==> src/rtl/signed_negcmp_pipe_if.sv <==
// signed_negcmp_pipe_if: valid/ready sample and result bus of the negate-compare pipe
interface signed_negcmp_pipe_if #(parameter int W = 2);
  logic in_valid, in_ready, in_exp, out_valid, out_ready, out_res, out_match;
  logic [W-1:0] in_a;
  modport master(output in_valid, in_a, in_exp, out_ready, input in_ready, out_valid, out_res, out_match);
  modport slave(input in_valid, in_a, in_exp, out_ready, output in_ready, out_valid, out_res, out_match);
endinterface

==> src/rtl/signed_negcmp_pipe.sv <==
// signed_negcmp_pipe: two-stage valid/ready evaluator of signed (-a <= a) with match counters
module signed_negcmp_pipe #(
  parameter int W = 2,
  parameter int CW = 16
) (
  input  logic clk,
  input  logic rst,
  input  logic clr,
  signed_negcmp_pipe_if.slave bus,
  output logic [CW-1:0] pass_cnt,
  output logic [CW-1:0] fail_cnt,
  output logic err
);
  logic s1_valid_q, s1_valid_d, s1_exp_q, s1_exp_d;
  logic [W-1:0] s1_a_q, s1_a_d, s1_neg_q, s1_neg_d;
  logic s2_valid_q, s2_valid_d, s2_res_q, s2_res_d, s2_match_q, s2_match_d;
  logic [CW-1:0] pass_q, pass_d, fail_q, fail_d;
  logic err_q, err_d;
  logic s1_adv, s2_adv, in_acc, out_acc, s1_to_s2, res;
  always_comb begin
    s2_adv = !s2_valid_q || bus.out_ready;
    s1_adv = !s1_valid_q || s2_adv;
    in_acc = bus.in_valid && s1_adv;
    out_acc = s2_valid_q && bus.out_ready;
    s1_to_s2 = s1_valid_q && s2_adv;
    res = $signed(s1_neg_q) <= $signed(s1_a_q);
    s1_valid_d = in_acc || (s1_valid_q && !s2_adv);
    s1_a_d = in_acc ? bus.in_a : s1_a_q;
    s1_neg_d = in_acc ? ~bus.in_a + W'(1) : s1_neg_q;
    s1_exp_d = in_acc ? bus.in_exp : s1_exp_q;
    s2_valid_d = s2_adv ? s1_valid_q : s2_valid_q;
    s2_res_d = s1_to_s2 ? res : s2_res_q;
    s2_match_d = s1_to_s2 ? (res == s1_exp_q) : s2_match_q;
    pass_d = clr ? '0 : (out_acc && s2_match_q && !(&pass_q)) ? pass_q + CW'(1) : pass_q;
    fail_d = clr ? '0 : (out_acc && !s2_match_q && !(&fail_q)) ? fail_q + CW'(1) : fail_q;
    err_d = !clr && (err_q || (out_acc && !s2_match_q));
  end
  always_ff @(posedge clk) begin
    if (rst) begin
      s1_valid_q <= 1'b0;
      s1_a_q <= '0;
      s1_neg_q <= '0;
      s1_exp_q <= 1'b0;
      s2_valid_q <= 1'b0;
      s2_res_q <= 1'b0;
      s2_match_q <= 1'b0;
      pass_q <= '0;
      fail_q <= '0;
      err_q <= 1'b0;
    end else begin
      s1_valid_q <= s1_valid_d;
      s1_a_q <= s1_a_d;
      s1_neg_q <= s1_neg_d;
      s1_exp_q <= s1_exp_d;
      s2_valid_q <= s2_valid_d;
      s2_res_q <= s2_res_d;
      s2_match_q <= s2_match_d;
      pass_q <= pass_d;
      fail_q <= fail_d;
      err_q <= err_d;
    end
  end
  assign bus.in_ready = s1_adv;
  assign bus.out_valid = s2_valid_q;
  assign bus.out_res = s2_res_q;
  assign bus.out_match = s2_match_q;
  assign pass_cnt = pass_q;
  assign fail_cnt = fail_q;
  assign err = err_q;
endmodule

==> src/flat_wrapper.sv <==
// flat-port wrapper written by rule: the top's interface ports become plain ports
module signed_negcmp_pipe_flat 
#(
  parameter int W = 2,
  parameter int CW = 16
)
  (clk, rst, clr, pass_cnt, fail_cnt, err, bus_in_valid, bus_in_a, bus_in_exp, bus_out_ready, bus_in_ready, bus_out_valid, bus_out_res, bus_out_match);
  signed_negcmp_pipe_if #(.W(W)) bus_i ();
  input  logic clk;
  input  logic rst;
  input  logic clr;
  output logic [CW-1:0] pass_cnt;
  output logic [CW-1:0] fail_cnt;
  output logic err;
  input wire logic [$bits(bus_i.in_valid)-1:0] bus_in_valid;
  input wire logic [$bits(bus_i.in_a)-1:0] bus_in_a;
  input wire logic [$bits(bus_i.in_exp)-1:0] bus_in_exp;
  input wire logic [$bits(bus_i.out_ready)-1:0] bus_out_ready;
  output wire logic [$bits(bus_i.in_ready)-1:0] bus_in_ready;
  output wire logic [$bits(bus_i.out_valid)-1:0] bus_out_valid;
  output wire logic [$bits(bus_i.out_res)-1:0] bus_out_res;
  output wire logic [$bits(bus_i.out_match)-1:0] bus_out_match;
  assign bus_i.in_valid = bus_in_valid;
  assign bus_i.in_a = bus_in_a;
  assign bus_i.in_exp = bus_in_exp;
  assign bus_i.out_ready = bus_out_ready;
  assign bus_in_ready = bus_i.in_ready;
  assign bus_out_valid = bus_i.out_valid;
  assign bus_out_res = bus_i.out_res;
  assign bus_out_match = bus_i.out_match;
  signed_negcmp_pipe #(.W(W), .CW(CW)) u_core (.clk(clk), .rst(rst), .clr(clr), .bus(bus_i), .pass_cnt(pass_cnt), .fail_cnt(fail_cnt), .err(err));
endmodule
==> config.mk <==
export PLATFORM = sky130hd
export DESIGN_NAME = signed_negcmp_pipe_flat
export DESIGN_NICKNAME = d
export VERILOG_FILES = /design/src/rtl/signed_negcmp_pipe_if.sv /design/src/rtl/signed_negcmp_pipe.sv /design/src/flat_wrapper.sv
export SDC_FILE = /design/constraint.sdc
export NUM_CORES = 1
export LEC_CHECK = 0
export ABC_AREA = 1
export CAP_MARGIN = 0
export CORE_MARGIN = 1.5
export CORE_UTILIZATION = 46
export CTS_CLUSTER_DIAMETER = 40
export CTS_CLUSTER_SIZE = 12
export DETAILED_ROUTE_END_ITERATION = 8
export PLACE_DENSITY = 0.85
export SLEW_MARGIN = 10
export SYNTH_ARGS = -nofsm -noshare
export SYNTH_HDL_FRONTEND = slang
export SYNTH_SLANG_ARGS = --single-unit
==> constraint.sdc <==
create_clock -name clk -period 1.3 [get_ports clk]
set_input_delay 0.325 -clock clk [delete_from_list [all_inputs] [get_ports clk]]
set_output_delay 0.325 -clock clk [all_outputs]
set_load 0.02 [all_outputs]
==> results.ini, run 1 <==
[setup_path]
cpMostUsedCell = nand2_1
critPathBufInv = 2
cp_max_fo = 4
arrival_ns = 1.66
worstPathCellList = buf_6 > nand2_4 > nor2_4 > buf_4 > nand2_1 > nor2_2 > nand2_1 > nand2_1 > nor2_1
worst_setup_path_start_kind = flip-flop
critical_path.max_stage_delay_ns = 0.36
crit_family = simple AND/OR/NAND/NOR gates
slowest_stage = dfxtp_4
startpoint = u_core.bus.out_valid
worstPathRequired_ns = 1.49
worst-setup-path-type = flip-flop to flip-flop
worstSetupEndpointType = flip-flop
rr_startpoint = u_core.bus.out_valid

[floorplanning]
ios = 45
die_w_um = 72.2
initial_utilization = 0.492
die_h_um = 72.2
rows = 24
core_area_um2 = 4470
dieArea_um2 = 5210

[power]
clkPwrFrac = 0.424
switching_share = 0.248
p_comb_frac = 0.086
leakagePower_uw = 0.00152
p_switching_uw = 621
power.density_nw_per_um2 = 660
p_int_uw = 1880
peakVddDrop_mv = 0.539
power.sequential.fraction = 0.490

[drt]
first_pass_iters = 5
remaining_drc_errors = 0
drtAntennaViolNets = 0
wirelength_um = 8220
num_vias = 2848
vias_per_cell = 5.65
wl_per_cell_um = 16.3
drt_iter0_drc = 232

[global_routing]
grt_pass1_vias = 2632
grt_use_total = 0.274
grt_antenna_before_repair = 0
grt_max_degree = 14
grt_pass1_wl_um = 11400
gr-total-overflow = 0

[cts]
clockBufferDepth = 2
htreeDepth = 2
cts.clk_slew.worst_paths_ns = 0.08
cts_tree = built
clock-sinks = 40
insertion_delay_ns = 0.30
cts_root_buf = clkbuf_8
numCtsBuffers = 5

[place]
place_area_um2 = 3020
dp.cells = 468
post-place-ws_ns = -0.591
globalplace.congestion = 0.866
port_buffers = 44
hpwl_um = 4310

[status]
status = finished, violations left
violations = setup timing

[finish]
drive_above_1_share = 0.522
layout_commonest_cell = nand2_1
fill_cells = 235
stdcell_count = 504
layout_common_cells = nand2_1 (67), nor2_1 (49), buf_4 (49)
stdcell_area_um2 = 3780
regArea_um2 = 882
diodes = 0
flow.area_growth_from_synthesis_pct = 71.9
final_nets = 461
final_util = 0.845
multi_input_area_um2 = 1660

[synthesis]
netlist_area_um2 = 2200
synth_edf_count = 0
async_flop_share = 0
ys_dominant_reg_cell = dfxtp_1
yosys_warnings = 0
synth_nets = 353
yosysSeqAreaShare = 0.364
ys_ff_latch = 40
syn_area_per_cell_um2 = 6.42
synthCells = 343
yosysTopAreaCellShare = 0.364
synth.area.top_cells = dfxtp_1 (36%), nand2_1 (14%), nor2_1 (12%), nand3_1 (7.3%), inv_1 (6.0%)
synth_cell_types = 26
synth_top_area_cell = dfxtp_1

[timing]
fin_crit_ns = 1.47
fmax_mhz = 681
worstMarginPinSlew_ns = 0.326
rsz0062_at_grt = true
slew_viol_final = 0
finalHoldViolCount = 0
setup_viol = 29
finalCritPeriodShare = 1.13
slew_headroom = 0.782
clock_skew_ns = 0.00881
holdWs_ns = 0.502
final.setup.worst_slack_ns = -0.168

[worst_hold_path]
holdCritPathClass = flip-flop to flip-flop
hp-start = u_core.s1_neg_q[1]

[job]
maxCapViolations = 0

## final cells by class
class / instances / share of cell area
Multi-Input combinational cell: 261 / 0.440
Inverter: 39 / 0.0427
Clock buffer: 5 / 0.0182
Tap cell: 52 / 0.0172
Sequential cell: 40 / 0.233
Clock inverter: 3 / 0.0112
Timing Repair Buffer: 104 / 0.238
## power groups by stage
stage / combinational [uW] / clock [uW] / sequential (uW)
final: 215 / 1060 / 1220
after global routing: 230 / 1120 / 1230
after CTS: 176 / 1050 / 1240
after detailed placement: 167 / 0 / 1280
after global placement: 160 / 0 / 1270
after floorplan: 72.5 / 0 / 1290
## cell usage after synthesis (3+ instances only)
| cell type | count |
|---|---|
| a21oi_1 | 21 |
| and2_1 | 3 |
| dfxtp_1 | 40 |
| inv_1 | 35 |
| inv_2 | 3 |
| nand2_1 | 83 |
| nand2_2 | 4 |
| nand3_1 | 32 |
| nand4_1 | 6 |
| nor2_1 | 71 |
| nor2_2 | 9 |
| nor2_4 | 4 |
| nor3_1 | 4 |
| o21ai_0 | 8 |
## per-stage QoR
step                      TNS [ns]  power [uW]
after floorplan                  0        1360
after global placement      -12.66        1430
after detailed placement    -13.95        1440
after CTS                   -0.155        2460
after global routing         -3.08        2580
final                        -1.36        2500
## logic make-up after synthesis
kind of cell    synth area share
simple gates               0.462
flops                      0.364
fa+ha+maj                 0.0114
buf+inv                   0.0750
xor+xnor                  0.0119
compound gates            0.0762
## repair_timing
| item | in CTS | in global routing |
|---|---|---|
| hold buffers | 0 | 0 |
| cloned | 1 | 0 |
| setup endpoints to repair | 68 | 54 |
| pin swaps | 28 | 30 |
| gates resized for setup | 155 | 99 |
| buffers inserted | 11 | 16 |
## tightest hold or removal path: cells and delay by family (launching register included)
family	cells	cell delay [ns]
compound gates	1	0.07
buf+inv	1	0.09
flops	1	0.30
## flip-flops by register name (all words and copies together), names as in the netlist
signal                cells
u_core.fail_cnt          16
u_core.pass_cnt          16
u_core.bus.out_match      1
u_core.bus.out_res        1
u_core.bus.out_valid      1
u_core.err                1
u_core.s1_a_q             1
u_core.s1_exp_q           1
u_core.s1_neg_q           1
u_core.s1_valid_q         1
## routing by layer
layer  GRT usage  vias to the layer above  wire, um
met5           0                        -         0
met4       0.151                        0       336
met2       0.491                      155      4280
met3      0.0542                       45       527
met1       0.304                     1342      3070
li1            -                     1306         -
## path summary, 6_finish.rpt
| path | endpoint | slack [ns] | depth (start not counted) |
|---|---|---|---|
| hold / removal | u_core.s1_neg_q[1] | 0.50 | 2 |
| setup reg to reg | u_core.fail_cnt[2] | -0.17 | 9 |
| hold reg to reg | u_core.s1_neg_q[1] | 0.50 | 2 |
| setup / recovery | u_core.fail_cnt[2] | -0.17 | 9 |
(Power assumes the default switching activity.)
==> inputs of run 2 (changes only) <==
--- a/config.mk
+++ b/config.mk
@@ -5,14 +5,15 @@
 export SDC_FILE = /design/constraint.sdc
 export NUM_CORES = 1
 export LEC_CHECK = 0
-export ABC_AREA = 1
+export ABC_AREA = 0
 export CAP_MARGIN = 0
 export CORE_MARGIN = 1.5
-export CORE_UTILIZATION = 46
+export CORE_UTILIZATION = 43
 export CTS_CLUSTER_DIAMETER = 40
 export CTS_CLUSTER_SIZE = 12
 export DETAILED_ROUTE_END_ITERATION = 8
-export PLACE_DENSITY = 0.85
+export PLACE_DENSITY = 0.82
+export REMOVE_ABC_BUFFERS = 1
 export SLEW_MARGIN = 10
 export SYNTH_ARGS = -nofsm -noshare
 export SYNTH_HDL_FRONTEND = slang
==> run 2 against run 1 <==
Net effect: the run still ends with setup timing left; sequential share of layout area grew 0.082 points; global-route usage grew 0.19 points; power shrank 12%; largest power group unchanged.
==> results.ini, run 2 <==
[drt]
remaining_drc_errors = 0  ; unchanged
drtAntennaViolNets = 0  ; unchanged
drt_iter0_drc = 247  ; was 232
num_vias = 2461  ; was 2848
vias_per_cell = 5.87  ; was 5.65
first_pass_iters = 4  ; was 5
wirelength_um = 8480  ; was 8220 um
wl_per_cell_um = 20.2  ; was 16.3 um

[setup_path]
worstSetupEndpointType = flip-flop  ; unchanged
arrival_ns = 1.94  ; was 1.66 ns
worst-setup-path-type = flip-flop to flip-flop  ; unchanged
cp_max_fo = 6  ; was 4
worst_setup_path_start_kind = flip-flop  ; unchanged
reg2reg_slack_ns = -0.47  ; was -0.17 ns
worstReg2RegEnd = u_core.pass_cnt[15]  ; was u_core.fail_cnt[2]
critical_path.max_stage_delay_ns = 0.54  ; was 0.36 ns
worstPathCellList = ha_4 > nand3_4 > or4_4 > and4_1 > nor3_1  ; was buf_6 > nand2_4 > nor2_4 > buf_4 > nand2_1 > nor2_2 > nand2_1 > nand2_1 > nor2_1
worstPathRequired_ns = 1.47  ; was 1.49 ns
rr_startpoint = u_core.pass_cnt[1]  ; was u_core.bus.out_valid
slowest_stage = or4_4  ; was dfxtp_4
worstRegToRegCells = 5  ; was 9

[place]
dp.cells = 388  ; was 468
globalplace.congestion = 0.835  ; was 0.866
hpwl_um = 3920  ; was 4310 um
place_area_um2 = 2950  ; was 3020 um2
port_buffers = 44  ; unchanged
post-place-ws_ns = -0.842  ; was -0.591 ns

[synthesis]
synth_cell_types = 43  ; was 26
syn_area_per_cell_um2 = 8.47  ; was 6.42 um2
synth_xor_area_frac = 0.0873  ; was 0.0119
muxShareOfSynthArea = 0.0105  ; was 0
synth_simple_gate_area_share = 0.341  ; was 0.462
synth_top_family_by_area = simple AND/OR/NAND/NOR gates  ; unchanged
yosys_warnings = 0  ; unchanged
synth_common_cells = nor2_1 (41), dfxtp_1 (40), nand3_1 (17)  ; was nand2_1 (83), nor2_1 (71), dfxtp_1 (40)
synth_fa_ha_area_frac = 0.0131  ; was 0.0114
yosysTopAreaCellShare = 0.420  ; was 0.364
synth_top_area_cell = dfxtp_1  ; unchanged
synthCells = 225  ; was 343
synth-compound-area-share = 0.106  ; was 0.0762
synth.area.top_cells = dfxtp_1 (42%), nor2_1 (8.1%), xnor2_1 (5.5%), nand3_1 (4.5%), a21oi_1 (4.2%)  ; was dfxtp_1 (36%), nand2_1 (14%), nor2_1 (12%), nand3_1 (7.3%), inv_1 (6.0%)
yosysSeqAreaShare = 0.420  ; was 0.364
synth_edf_count = 0  ; unchanged
netlist_area_um2 = 1910  ; was 2200 um2
synth_most_common_cell = nor2_1  ; was nand2_1
ys_dominant_reg_cell = dfxtp_1  ; unchanged
ys_ff_latch = 40  ; unchanged
async_flop_share = 0  ; unchanged

[timing]
clock_skew_ns = 0.00530  ; was 0.00881 ns
finalCritPeriodShare = 1.36  ; was 1.13
setup_viol = 37  ; was 29
rsz0062_at_grt = true  ; unchanged
fin_crit_ns = 1.77  ; was 1.47 ns
slew_headroom = 0.771  ; was 0.782
fmax_mhz = 564  ; was 681 MHz
slew_viol_final = 0  ; unchanged
holdWs_ns = 0.480  ; was 0.502 ns
finalHoldViolCount = 0  ; unchanged
final.setup.worst_slack_ns = -0.473  ; was -0.168 ns
worstMarginPinSlew_ns = 0.341  ; was 0.326 ns

[floorplanning]
ios = 45  ; unchanged
dieArea_um2 = 4840  ; was 5210 um2
die_w_um = 69.6  ; was 72.2 um
core_area_um2 = 4320  ; was 4470 um2
rows = 24  ; unchanged
die_h_um = 69.6  ; was 72.2 um
initial_utilization = 0.441  ; was 0.492

[power]
p_int_uw = 1670  ; was 1880 uW
power.density_nw_per_um2 = 608  ; was 660 nW/um2
p_comb_frac = 0.073  ; was 0.086
p_switching_uw = 516  ; was 621 uW
switching_share = 0.235  ; was 0.248
leakagePower_uw = 0.00150  ; was 0.00152 uW
power.sequential.fraction = 0.569  ; was 0.490
peakVddDrop_mv = 0.766  ; was 0.539 mV
clkPwrFrac = 0.358  ; was 0.424

[cts]
cts_root_buf = clkbuf_8  ; unchanged
clockBufferDepth = 2  ; unchanged
htreeDepth = 2  ; unchanged
numCtsBuffers = 5  ; unchanged
clock-sinks = 40  ; unchanged
hold_buffers = 0  ; unchanged
cts_tree = built  ; unchanged
cts.clk_slew.worst_paths_ns = 0.07  ; was 0.08 ns
insertion_delay_ns = 0.30  ; about the same

[status]
violations = setup timing  ; unchanged
status = finished, violations left  ; unchanged

[worst_hold_path]
hp-start = u_core.s1_a_q[1]  ; was u_core.s1_neg_q[1]
holdCritPathClass = flip-flop to flip-flop  ; unchanged
hold_depth = 2  ; unchanged
min_to = u_core.s1_a_q[1]  ; was u_core.s1_neg_q[1]

[finish]
stdcell_area_um2 = 3600  ; was 3780 um2
diodes = 0  ; unchanged
stdcell_count = 419  ; was 504
flow.area_growth_from_synthesis_pct = 89.0  ; was 71.9%
layout_common_cells = buf_4 (90), nor2_1 (37), dfxtp_2 (25)  ; was nand2_1 (67), nor2_1 (49), buf_4 (49)
layout_commonest_cell = buf_4  ; was nand2_1
drive_above_1_share = 0.649  ; was 0.522
final_nets = 377  ; was 461

[global_routing]
grt_pass1_wl_um = 10700  ; was 11400 um
grt_pass1_vias = 2326  ; was 2632
grt_antenna_before_repair = 0  ; unchanged
gr-total-overflow = 0  ; unchanged
grt_use_total = 0.276  ; was 0.274
grt_max_degree = 16  ; was 14

[job]
maxCapViolations = 0  ; unchanged

==> run 2: cell types whose count changed in the layout (fill, tap and decap cells not counted), moves of 12 or more <==
cell     change
nand3_1     -12
buf_4       +41
buf_2       +15
nand2_2     -13
dfxtp_4     -13
nand2_1     -56
nor2_4      -20
inv_1       -30
nor2_1      -12
==> run 2: how the worst max path moves through the flow <==
stage / startpoint / end / cells past startpoint
after floorplan: u_core.fail_cnt[0] / u_core.fail_cnt[12] / 6
after global placement: bus_out_ready / u_core.fail_cnt[10] / 7
after detailed placement: bus_out_ready / u_core.fail_cnt[10] / 7
after CTS: u_core.pass_cnt[1] / u_core.pass_cnt[13] / 6
after global routing: u_core.pass_cnt[5] / u_core.pass_cnt[15] / 7
final: u_core.pass_cnt[1] / u_core.pass_cnt[15] / 5
==> run 2: critical path: cells and delay by family (launching register included) <==
kind | cells | cell delay, ns
AND/OR/NAND/NOR | 4 | 1.11
adder cells (fa/ha/maj) | 1 | 0.17
flip-flops | 1 | 0.36
==> run 2: cell type report <==
type,count,area (um2)
multi-input cells,176,1460
repair buffers,143,1150
flip-flops and latches,40,843
fillers,238,721
clock buffers,6,72.6
well taps,52,65.1
clock inverters,1,5.00
inverters,1,3.75
==> run 2: timing repair <==
item,in CTS,in global routing
endpoints found under the hold margin,0,0
pin swaps,41,30
setup buffers,6,21
cloned,0,0
resized for setup,202,84
setup endpoints to repair,70,52
==> run 2: cells by family after synthesis <==
| logic type | Yosys count |
|---|---|
| AOI/OAI and AO/OA | 32 |
| xor gates and xnor gates | 19 |
| adders and majority gates | 2 |
| buffers and inverters | 9 |
| DFF | 40 |
| muxes | 2 |
| and+or+nand+nor | 121 |
==> run 2: through the flow <==
stage               setup TNS [ns]  total power [uW]  utilization
floorplan                   -12.09              1340            -
global placement            -21.51              1420        0.682
detailed placement          -22.77              1420        0.682
CTS                          -6.13              2180        0.735
global route                -10.84              2260        0.833
finish                       -8.75              2190        0.833
==> run 2: power groups by stage <==
stage | sequential, uW | clock, uW | combinational [uW]
final | 1250 | 784 | 159
after global routing | 1250 | 842 | 171
after CTS | 1250 | 789 | 139
after detailed placement | 1280 | 0 | 142
after global placement | 1280 | 0 | 139
after floorplan | 1290 | 0 | 49.8
==> run 2: per-layer routing <==
layer	up-vias	track usage	share of wire
met1	1219	0.321	0.39
met5	-	0	0
met2	106	0.481	0.50
li1	1091	-	-
met3	45	0.0610	0.061
met4	0	0.131	0.051
==> inputs of run 3 (changes only) <==
--- a/config.mk
+++ b/config.mk
@@ -7,6 +7,7 @@
 export LEC_CHECK = 0
 export ABC_AREA = 0
 export CAP_MARGIN = 0
+export CORE_ASPECT_RATIO = 0.9
 export CORE_MARGIN = 1.5
 export CORE_UTILIZATION = 43
 export CTS_CLUSTER_DIAMETER = 40
==> run 3 against run 2 <==
Net effect: the run still ends with setup timing left; critical path depth is 2 higher; largest power group unchanged; worst setup slack worse by 0.0045 ns; via count is 6.7% higher; maximum frequency is 0.25% lower; routed wire length is 13% higher; sequential cell count stayed put; highest routed layer unchanged; core utilization is 4.8 points higher; combinational power is 3% higher.
==> results.ini, run 3 (same netlist as run 2, synthesis figures left out) <==
[job]
maxCapViolations = 0  ; unchanged

[drt]
vias_per_cell = 6.13  ; was 5.87
remaining_drc_errors = 0  ; unchanged
num_vias = 2625  ; was 2461
wl_per_cell_um = 22.4  ; was 20.2 um
first_pass_iters = 6  ; was 4
drt_iter0_drc = 254  ; was 247
drtAntennaViolNets = 0  ; unchanged
wirelength_um = 9580  ; was 8480 um

[floorplanning]
die_w_um = 73.2  ; was 69.6 um
initial_utilization = 0.459  ; was 0.441
rows = 22  ; was 24
dieArea_um2 = 4840  ; about the same
ios = 45  ; unchanged
die_h_um = 66.2  ; was 69.6 um
core_area_um2 = 4160  ; was 4320 um2

[timing]
fmax_mhz = 562  ; was 564 MHz
finalHoldViolCount = 0  ; unchanged
setup_viol = 42  ; was 37
setup_tns_ns = -10.26  ; was -8.75 ns
slew_headroom = 0.794  ; was 0.771
rsz0062_at_grt = true  ; unchanged
clock_skew_ns = 0.00787  ; was 0.00530 ns
worstMarginPinSlew_ns = 0.308  ; was 0.341 ns
slew_viol_final = 0  ; unchanged
fin_crit_ns = 1.78  ; was 1.77 ns
final.setup.worst_slack_ns = -0.478  ; was -0.473 ns
finalCritPeriodShare = 1.37  ; was 1.36

[setup_path]
worst_setup_path_start_kind = flip-flop  ; unchanged
worstReg2RegEnd = u_core.pass_cnt[11]  ; was u_core.pass_cnt[15]
worstPathRequired_ns = 1.49  ; was 1.47 ns
reg2reg_slack_ns = -0.48  ; was -0.47 ns
startpoint = u_core.pass_cnt[3]  ; was u_core.pass_cnt[1]
arrival_ns = 1.97  ; was 1.94 ns
worstSetupEndpointType = flip-flop  ; unchanged
rr_startpoint = u_core.pass_cnt[3]  ; was u_core.pass_cnt[1]
crit_path_end = u_core.pass_cnt[11]  ; was u_core.pass_cnt[15]
cp_max_fo = 5  ; was 6
worst-setup-path-type = flip-flop to flip-flop  ; unchanged
worstRegToRegCells = 7  ; was 5

[finish]
layout_commonest_cell = buf_4  ; unchanged
stdcell_area_um2 = 3660  ; was 3600 um2
diodes = 0  ; unchanged
final_nets = 377  ; unchanged
drive_above_1_share = 0.660  ; was 0.649
flow.area_growth_from_synthesis_pct = 92.2  ; was 89.0%
layout_common_cells = buf_4 (80), nor2_1 (34), buf_6 (29)  ; was buf_4 (90), nor2_1 (37), dfxtp_2 (25)

[cts]
cts_root_buf = clkbuf_8  ; unchanged
htreeDepth = 2  ; unchanged
clockBufferDepth = 2  ; unchanged
insertion_delay_ns = 0.31  ; was 0.30 ns
cts_tree = built  ; unchanged
cts.clk_slew.worst_paths_ns = 0.08  ; was 0.07 ns
numCtsBuffers = 5  ; unchanged
clock-sinks = 40  ; unchanged

[power]
peakVddDrop_mv = 0.809  ; was 0.766 mV
leakagePower_uw = 0.00148  ; was 0.00150 uW
power.density_nw_per_um2 = 630  ; was 608 nW/um2

[place]
place_area_um2 = 2880  ; was 2950 um2
globalplace.congestion = 0.845  ; was 0.835
hpwl_um = 3820  ; was 3920 um
port_buffers = 44  ; unchanged

[status]
violations = setup timing  ; unchanged
status = finished, violations left  ; unchanged

[global_routing]
grt_pass1_vias = 2317  ; was 2326
grt_max_degree = 24  ; was 16
grt_use_total = 0.328  ; was 0.276
grt_pass1_wl_um = 11700  ; was 10700 um
grt_antenna_before_repair = 0  ; unchanged
gr-total-overflow = 0  ; unchanged

[worst_hold_path]
holdCritPathClass = flip-flop to flip-flop  ; unchanged

[run 3: through the flow]
stage | hold slack, ns | worst slack [ns] | util | instances | total power [uW]
floorplan | 0.394 | -0.569 | - | 217 | 1340
global placement | 0.444 | -0.788 | 0.694 | 386 | 1420
detailed placement | 0.445 | -0.827 | 0.694 | 386 | 1420
CTS | 0.455 | -0.299 | 0.799 | 410 | 2260
global route | 0.494 | -0.595 | 0.882 | 428 | 2380
finish | 0.476 | -0.478 | 0.882 | 428 | 2310
[run 3: report_power, final]
group | internal, uW | leakage [uW] | switching (uW)
registers | 1230 | 0.000340 | 16.4
logic | 79.9 | 0.00110 | 83.4
clock network | 433 | 0.0000455 | 463
total | 1750 | 0.00148 | 563
[run 3: layer usage]
layer | wire length (um) | global-route usage
met1 | 3420 | 0.366
met4 | 623 | 0.179
met5 | 0 | 0
met2 | 4800 | 0.586
met3 | 735 | 0.0595
[run 3: worst max-delay path, cell delays in order (launching register included)]
cell	delay, ns
dfxtp_2	0.36
buf_6	0.13
nand4_1	0.20
nor4_2	0.32
buf_4	0.20
nand4_1	0.16
nor2_2	0.21
a211oi_2	0.08
[run 3: final cells by class]
cell class / instances / area (um2)
multi-input cells: 176 / 1480
repair buffers: 143 / 1170
flip-flops and latches: 40 / 847
fillers: 182 / 492
clock buffers: 8 / 90.1
well taps: 60 / 75.1
inverters: 1 / 3.75
[run 3: timing repair]
item,in CTS,in global routing
setup endpoints to repair,73,55
hold buffers,0,0
pin swaps,54,38
resized for setup,232,68
setup buffers,16,20
[run 3: worst min-delay path by stage]
stage	startpoint	to	slack [ns]	cells after the start
floorplan	rst	u_core.s1_a_q[1]	0.39	1
global placement	u_core.s1_a_q[1]	u_core.s1_a_q[1]	0.44	2
detailed placement	u_core.s1_a_q[1]	u_core.s1_a_q[1]	0.44	2
CTS	u_core.s1_a_q[1]	u_core.s1_a_q[1]	0.45	2
global route	u_core.s1_a_q[1]	u_core.s1_a_q[1]	0.49	2
finish	u_core.s1_a_q[1]	u_core.s1_a_q[1]	0.48	2
